--- src/rtl/inert_spi_mstr.sv ---
// 16-bit SPI master (mode 3, SCLK = clk/16) for inertial sensor register access.
// Define INERT_SPI_MISO_SYNC_EN to pass MISO through a two-flop synchronizer before sampling.
module inert_spi_mstr (
  input  logic        clk,
  input  logic        rst_n,
  input  logic        wrt,
  input  logic [15:0] cmd,
  input  logic        MISO,
  output logic        SS_n,
  output logic        SCLK,
  output logic        MOSI,
  output logic        done,
  output logic [15:0] rd_data
);

  // Handshake: wrt is a one-cycle strobe accepted only in IDLE with cmd valid the
  // same cycle; done rises with SS_n and stays high until the next accepted wrt.
  typedef enum logic {
    IDLE  = 1'b0,
    SHIFT = 1'b1
  } state_t;

  state_t      state_q, state_d;
  logic [3:0]  div_q, div_d;
  logic [15:0] shft_reg_q, shft_reg_d;
  logic [4:0]  bit_cnt_q, bit_cnt_d;
  logic        skip_q, skip_d;
  logic        miso_smpl_q, miso_smpl_d;
  logic        ss_n_q, ss_n_d;
  logic        done_q, done_d;
  logic        miso_in;

`ifdef INERT_SPI_MISO_SYNC_EN
  logic miso_ff1_q, miso_ff1_d;
  logic miso_ff2_q, miso_ff2_d;

  always_comb begin
    miso_ff1_d = MISO;
    miso_ff2_d = miso_ff1_q;
  end

  // Sync flops idle high so a floating/pulled-up MISO looks quiet out of reset.
  always_ff @(posedge clk) begin
    if (!rst_n) begin
      miso_ff1_q <= 1'b1;
      miso_ff2_q <= 1'b1;
    end else begin
      miso_ff1_q <= miso_ff1_d;
      miso_ff2_q <= miso_ff2_d;
    end
  end

  assign miso_in = miso_ff2_q;
`else
  assign miso_in = MISO;
`endif

  always_comb begin
    state_d     = state_q;
    div_d       = div_q;
    shft_reg_d  = shft_reg_q;
    bit_cnt_d   = bit_cnt_q;
    skip_d      = skip_q;
    miso_smpl_d = miso_smpl_q;
    ss_n_d      = ss_n_q;
    done_d      = done_q;

    case (state_q)
      IDLE: begin
        if (wrt) begin
          shft_reg_d = cmd;
          div_d      = 4'b1011;
          done_d     = 1'b0;
          ss_n_d     = 1'b0;
          bit_cnt_d  = 5'd0;
          skip_d     = 1'b1;
          state_d    = SHIFT;
        end
      end

      SHIFT: begin
        div_d = div_q + 4'd1;
        if (div_q == 4'b0111) begin
          miso_smpl_d = miso_in;
        end
        // The first SCLK fall only exists to enter mode 3 cleanly; it shifts nothing.
        if (div_q == 4'b1111) begin
          if (skip_q) begin
            skip_d = 1'b0;
          end else begin
            shft_reg_d = {shft_reg_q[14:0], miso_smpl_q};
            bit_cnt_d  = bit_cnt_q + 5'd1;
            if (bit_cnt_d == 5'd16) begin
              ss_n_d  = 1'b1;
              done_d  = 1'b1;
              div_d   = 4'b1111;
              state_d = IDLE;
            end
          end
        end
      end

      default: begin
        state_d = IDLE;
      end
    endcase
  end

  always_ff @(posedge clk) begin
    if (!rst_n) begin
      state_q     <= IDLE;
      div_q       <= 4'b1111;
      shft_reg_q  <= 16'h0000;
      bit_cnt_q   <= 5'd0;
      skip_q      <= 1'b0;
      miso_smpl_q <= 1'b0;
      ss_n_q      <= 1'b1;
      done_q      <= 1'b0;
    end else begin
      state_q     <= state_d;
      div_q       <= div_d;
      shft_reg_q  <= shft_reg_d;
      bit_cnt_q   <= bit_cnt_d;
      skip_q      <= skip_d;
      miso_smpl_q <= miso_smpl_d;
      ss_n_q      <= ss_n_d;
      done_q      <= done_d;
    end
  end

  assign SS_n    = ss_n_q;
  assign SCLK    = div_q[3];
  assign MOSI    = ~ss_n_q & shft_reg_q[15];
  assign done    = done_q;
  assign rd_data = shft_reg_q;

endmodule

--- config.mk ---
export PLATFORM = sky130hd
export DESIGN_NAME = inert_spi_mstr
export DESIGN_NICKNAME = d
export VERILOG_FILES = /design/src/rtl/inert_spi_mstr.sv
export SDC_FILE = /design/constraint.sdc
export NUM_CORES = 1
export LEC_CHECK = 0
export ABC_CLOCK_PERIOD_IN_PS = 1550
export CAP_MARGIN = 20
export CORE_ASPECT_RATIO = 0.5
export CORE_MARGIN = 4
export CORE_UTILIZATION = 43
export DETAILED_ROUTE_END_ITERATION = 6
export GPL_TIMING_DRIVEN = 1
export PLACE_DENSITY = 0.71
export RECOVER_POWER = 25
export SLEW_MARGIN = 20
export SYNTH_ARGS = -nofsm -noshare
export SYNTH_HDL_FRONTEND = slang
export SYNTH_SLANG_ARGS = --single-unit
--- constraint.sdc ---
create_clock -name clk -period 1.55 [get_ports clk]
set_input_delay 0.31 -clock clk [delete_from_list [all_inputs] [get_ports clk]]
set_output_delay 0.31 -clock clk [all_outputs]
set_load 0.02 [all_outputs]
# Word level (Yosys, flattened, before mapping)
# Cells that the tools add are included.
dict set report totals {
  ff_bits 30
  latchBits 0
  ramBits 0
  romBits 0
  output_inout_bits 20
  wordCells 50
  memories 0
}
dict set report classes {
  n_addsub 2
  mul 0
  div 0
  magnitude_cmp 0
  eq_ne 7
  shifts 0
  mux 26
  bitwise_logic 3
  n_reduce_logical 4
}
# op count
set op_table {}
lappend op_table {{16-bit two-way mux} 3}
lappend op_table {{16-bit one-hot mux with 2 select lines} 1}
lappend op_table {{4-bit two-way mux} 4}
lappend op_table {{5-bit two-way mux} 3}
lappend op_table {{1-bit two-way mux} 10}
lappend op_table {{5-bit one-hot mux with 2 select lines} 1}
lappend op_table {{4-bit one-hot mux with 2 select lines} 1}
lappend op_table {{1-bit one-hot mux with 2 select lines} 3}
lappend op_table {{5-bit by 1-bit adder with 5-bit output, second input constant} 1}
lappend op_table {{5-bit equality test, second input constant} 1}
lappend op_table {{4-bit by 1-bit adder with 4-bit output, second input constant} 1}
lappend op_table {{4-bit by 3-bit equality test with 1-bit output, second input constant} 1}
lappend op_table {{4-bit equality test, second input constant} 1}
lappend op_table {{2-bit by 1-bit inequality test with 1-bit output, second input constant} 2}
lappend op_table {{2-bit inequality test, second input constant} 2}
lappend op_table {{2-bit AND reduction} 2}
lappend op_table {{4-bit AND reduction} 1}
lappend op_table {{3-bit AND reduction} 1}
lappend op_table {{1-bit inverter} 2}
lappend op_table {{1-bit AND} 1}

# Depth between registers and ports, before layout
dict set report depth {
  word_depth 6
  depth_mapped 6
  ltp_nobuf 5
}

# Worst setup path after synthesis
# OpenSTA, ideal clock, no wires.
dict set report synth_timing {
  path_kind {register -> register}
  start {register div_q[0]}
  end {register div_q[3]}
  setup_ns 0.122
  t_arrival_ns 1.411
  slack_ns 0.018
  path_stages_with_launch 6
  path_buffers 0
  synth_period_minus_slack_ns 1.532
  cell_sequence {dfxtp_1 ha_1 and4b_2 and3_2 a221oi_1 nor2_1}
}
dict set report synth_between {
  elab_chain_len 5
  word_cells_on_any_way 6
  cone_classes {add/sub: 1; eq/ne: 1; mux: 4}
}
# item line
set synth_rtl {}
lappend synth_rtl {{start: declaration} 24} ;# logic [3:0] div_q, div_d;
lappend synth_rtl {{start signal: assignment} 121} ;# div_q <= div_d;
lappend synth_rtl {{4-bit by 1-bit adder with 4-bit output} 82} ;# div_d = div_q + 4'd1;
lappend synth_rtl {{4-bit two-way mux} 93} ;# if (bit_cnt_d == 5'd16) begin
lappend synth_rtl {{4-bit two-way mux} 88} ;# if (skip_q) begin
lappend synth_rtl {{4-bit two-way mux *} 87} ;# if (div_q == 4'b1111) begin
lappend synth_rtl {{4-bit one-hot mux with 2 select lines *} 68} ;# case (state_q)
# Every way passes the cells marked *; elsewhere a longest branch is shown, timed or not.
# A chain may end at the register's enable or synchronous reset.

# Worst setup path after layout
dict set report layout_timing {
  start {register div_q[1]}
  end {register state_q}
}
dict set report layout_between {
  elab_chain_len 3
}
# item line
set layout_rtl {}
lappend layout_rtl {{4-bit equality test} 87}
lappend layout_rtl {{1-bit two-way mux} 87}
lappend layout_rtl {{1-bit one-hot mux with 2 select lines} 68}
lappend layout_rtl {{end signal: assignment} 120} ;# state_q <= state_d;
lappend layout_rtl {{end: declaration} 23} ;# state_t state_q, state_d;
# No other way between the ends.

==> flow_results.org <==
** Status
- The flow ran to the end, and the final reports show no timing, DRC or antenna violations.

** Global routing
- Most crowded layer after global routing :: met2
- In the global route stage, met2 resource usage came out at 0.244.
- Met3 demand-to-capacity share in global routing :: 0.0517
- The first global-routing pass estimated 5.57 mm of wire.
- All-layer global routing usage :: 0.153
- The initial antenna violation count is 0.
- For this run, global-route usage on met1 was measured as 0.185.
- For this run the aggregate overflow at the end of global routing stands at 0.
- Largest net degree at the start of global routing :: 22
- Number of global-route vias before repair :: 1,240

** Detailed routing
- The first TritonRoute pass finished after 4 iterations.
- Final routed wirelength across all metal layers :: 3.26 mm
- Detailed routing inserted a total of 1,268 vias.
- Final ANT Viol Nets :: 0
- Average via count per standard cell :: 4.97
- For this run, design rule violations remaining after detail routing come to 0.
- Routed WL per cell :: 12.8 um
- Drt first-iter violations :: 47

** STA
- Max-slew violation total from the final report :: 0
- At the pin with the least slew margin, the transition time is 0.377 ns.
- Derived from the worst setup path, the maximum achievable clock frequency is 693 MHz.
- Hold WS :: 0.506 ns
- Setup violations remaining at the end of the flow were counted as 0.
- Hold Vio Cnt, Final :: 0
- Final critical-path share of the clock period :: 0.931
- Setup Skew :: 0.00682 ns
- The worst path meets setup with 0.107 ns of slack.
- Setup repair after global routing left no endpoint under its margin.
- Period minus WS final :: 1.44 ns
- Worst slew slack as a fraction of its limit :: 0.749

** Critical path
- Longest individual stage delay on the worst path :: 0.34 ns
- Kind of launch point of the worst setup path :: register
- Worst Path Arrival :: 1.61 ns
- Required time of the critical path :: 1.72 ns
- STA classifies the critical path endpoint as a register.
- Traced cell by cell, the critical path runs through ha_2 > and4b_2 > and3_2 > nand3_1 > o211a_1.
- The critical path is of the register to register type.
- Slowest stage cell on the critical path :: dfxtp_1
- Setup slack of the worst register-to-register path :: 0.11 ns
- Of all nets on the critical path, the largest fanout is 4.

** Run
- Max-Cap Viols :: 0

** Clock tree
- In this run, post-CTS hold repair placed 0 buffers.
- Number of clock sinks :: 30
- Number of post-CTS setup repair buffers :: 0
- For the worst-skew pair, the clock arrives at the later sink with an insertion delay of 0.28 ns.
- In this run, CTS created clock tree buffers numbering 5.
- Number of buffers between clock root and the deepest sink :: 2
- CTS built an H-tree with a depth of 2.
- Buffer type at the clock tree root :: clkbuf_8
- Clock tree from TritonCTS :: done
- Register clock-pin slew on the reported worst setup and hold paths :: 0.06 ns

** Finish
- The area growth from synthesis to layout is 35.6%.
- The finished layout holds 255 standard cells, fillers aside.
- Number of nets in the layout :: 229
- Fraction of layout instances using a drive strength above 1 :: 0.135
- Antenna diode count :: 0
- Core occupancy in the finished layout :: 0.644

** Synthesis
- YS warnings :: 0
- Combined area of all synthesized cells :: 1510 um^2
- EDFF count, synth :: 0
- Synthesis produced 156 cells.
- Synthesis-stage register bit count :: 30
- Dividing the synthesized area by the synthesized cell count gives 9.66 um^2.
- Top cell type's share of synthesized area :: 0.399
- Most common cell in the netlist :: dfxtp_1
- Primary FF master, synth :: dfxtp_1
- Synthesized netlist net count :: 178
- Fraction of the yosys area taken by sequential cells :: 0.399
- After synthesis, the most frequently instantiated cells are dfxtp_1, nand2_1, o211a_1, mux2i_1, o21ai_0.
- The number of different library cells used by synthesis comes to 33.
- In the synthesized netlist the async set-or-reset flop fraction comes to 0.
- dfxtp_1 takes more of the synthesized area than any other cell.
- Cells taking the most area after synthesis :: dfxtp_1, o211a_1, mux2i_1, nand2_1, o21ai_0

** Placed design
- Weighted congestion at the end of routability-driven global placement :: 0.734
- The wire-length estimate of the detail-placed layout is 2.34 mm.
- In this run, placement finished with an instance count of 248.
- Port buffering added 39 buffers.
- Post-place setup slack :: -0.0495 ns

** Power
- Maximum ir drop on the vdd rail :: 0.000573 V
- In this run the static leakage power is 0.00101 uW.
- The design draws 1990 uW.
- Pwr per Cell Area :: 974 nW/um^2

** Floorplan
- Die outline height :: 49.9 um
- The initial utilization of the core area, before any placement, comes to 0.475.
- The floorplan has 14 rows.
- The die is 91.7 um wide.
- Core area :: 3170 um^2
- The die covers 4570 um^2.
- I/O pin count :: 40

** Hold path
- In this run the worst hold path is classified as register to register.
## report_power, final
part / switching [uW] / internal (uW) / leakage [uW]
registers: 55.0 / 841 / 0.000247
clock network: 271 / 308 / 0.0000383
logic: 252 / 263 / 0.000726
total: 578 / 1410 / 0.00101
## per-stage QoR
step                      TNS (ns)  cell area, um^2
after floorplan                  0             1510
after global placement     -0.0486             1990
after detailed placement    -0.400             1990
after CTS                        0             2040
after global routing             0             2040
final                            0             2040
## flip-flops by register name (all words and copies together), names as in the netlist
signal,cells
SS_n,1
bit_cnt_q,5
div_q,4
done,1
miso_smpl_q,1
rd_data,16
skip_q,1
state_q,1
## layer usage
metal / part of all wire / routed length (um)
met1: 0.47 / 1540
met2: 0.46 / 1500
met3: 0.053 / 174
met4: 0.013 / 41
met5: 0 / 0
## area by class of cell
class	count	area (um^2)
fillers	288	1130
repair buffers	54	494
clock buffers	7	76.3
inverters	2	7.51
flip-flops and latches	30	602
well taps	48	60.1
multi-input cells	114	803
## cell families after synthesis
logic type	after synthesis	synth area share
compound gates	39	0.199
xor+xnor	1	0.00582
fa+ha+maj	2	0.0166
buf+inv	12	0.0739
flops	30	0.399
mux	17	0.121
simple gates	55	0.185
## cells in the final DEF (no fill, tap or decap), types with 2 or more instances in the layout
cell             instances
mux2i_1                 16
nor2b_1                  3
nor2_1                   9
buf_4                   12
nand3_1                  6
dfxtp_1                 29
o211a_1                 17
dlygate4sd2_1           19
clkbuf_8                 5
o21ai_0                 10
buf_12                   2
nand4_1                  3
clkbuf_1                 4
and2_1                   2
clkdlybuf4s50_1         19
a21oi_1                  6
nand2_1                 24
inv_1                    2
nand2b_1                 2
## repair_timing
item | in CTS | in global routing
resized for setup | 20 | 3
hold endpoints to repair | 0 | 0
endpoints found under the setup margin | 19 | 13
gates cloned | 0 | 0
## path summary, 6_finish.rpt
kind / from / end / depth (start not counted)
worst min-delay path: bit_cnt_q[4] / bit_cnt_q[4] / 2
worst max register to register: div_q[1] / state_q / 5
worst min register to register: bit_cnt_q[4] / bit_cnt_q[4] / 2
worst max-delay path: div_q[1] / state_q / 5
## worst max-delay path, delay by kind of cell (launching register included)
family / cells / cell delay, ns
AOI/OAI and AO/OA: 1 / 0.16
and+or+nand+nor: 3 / 0.62
adders and majority gates: 1 / 0.22
DFF: 1 / 0.34
No activity file was read; power rests on OpenSTA's default activity.
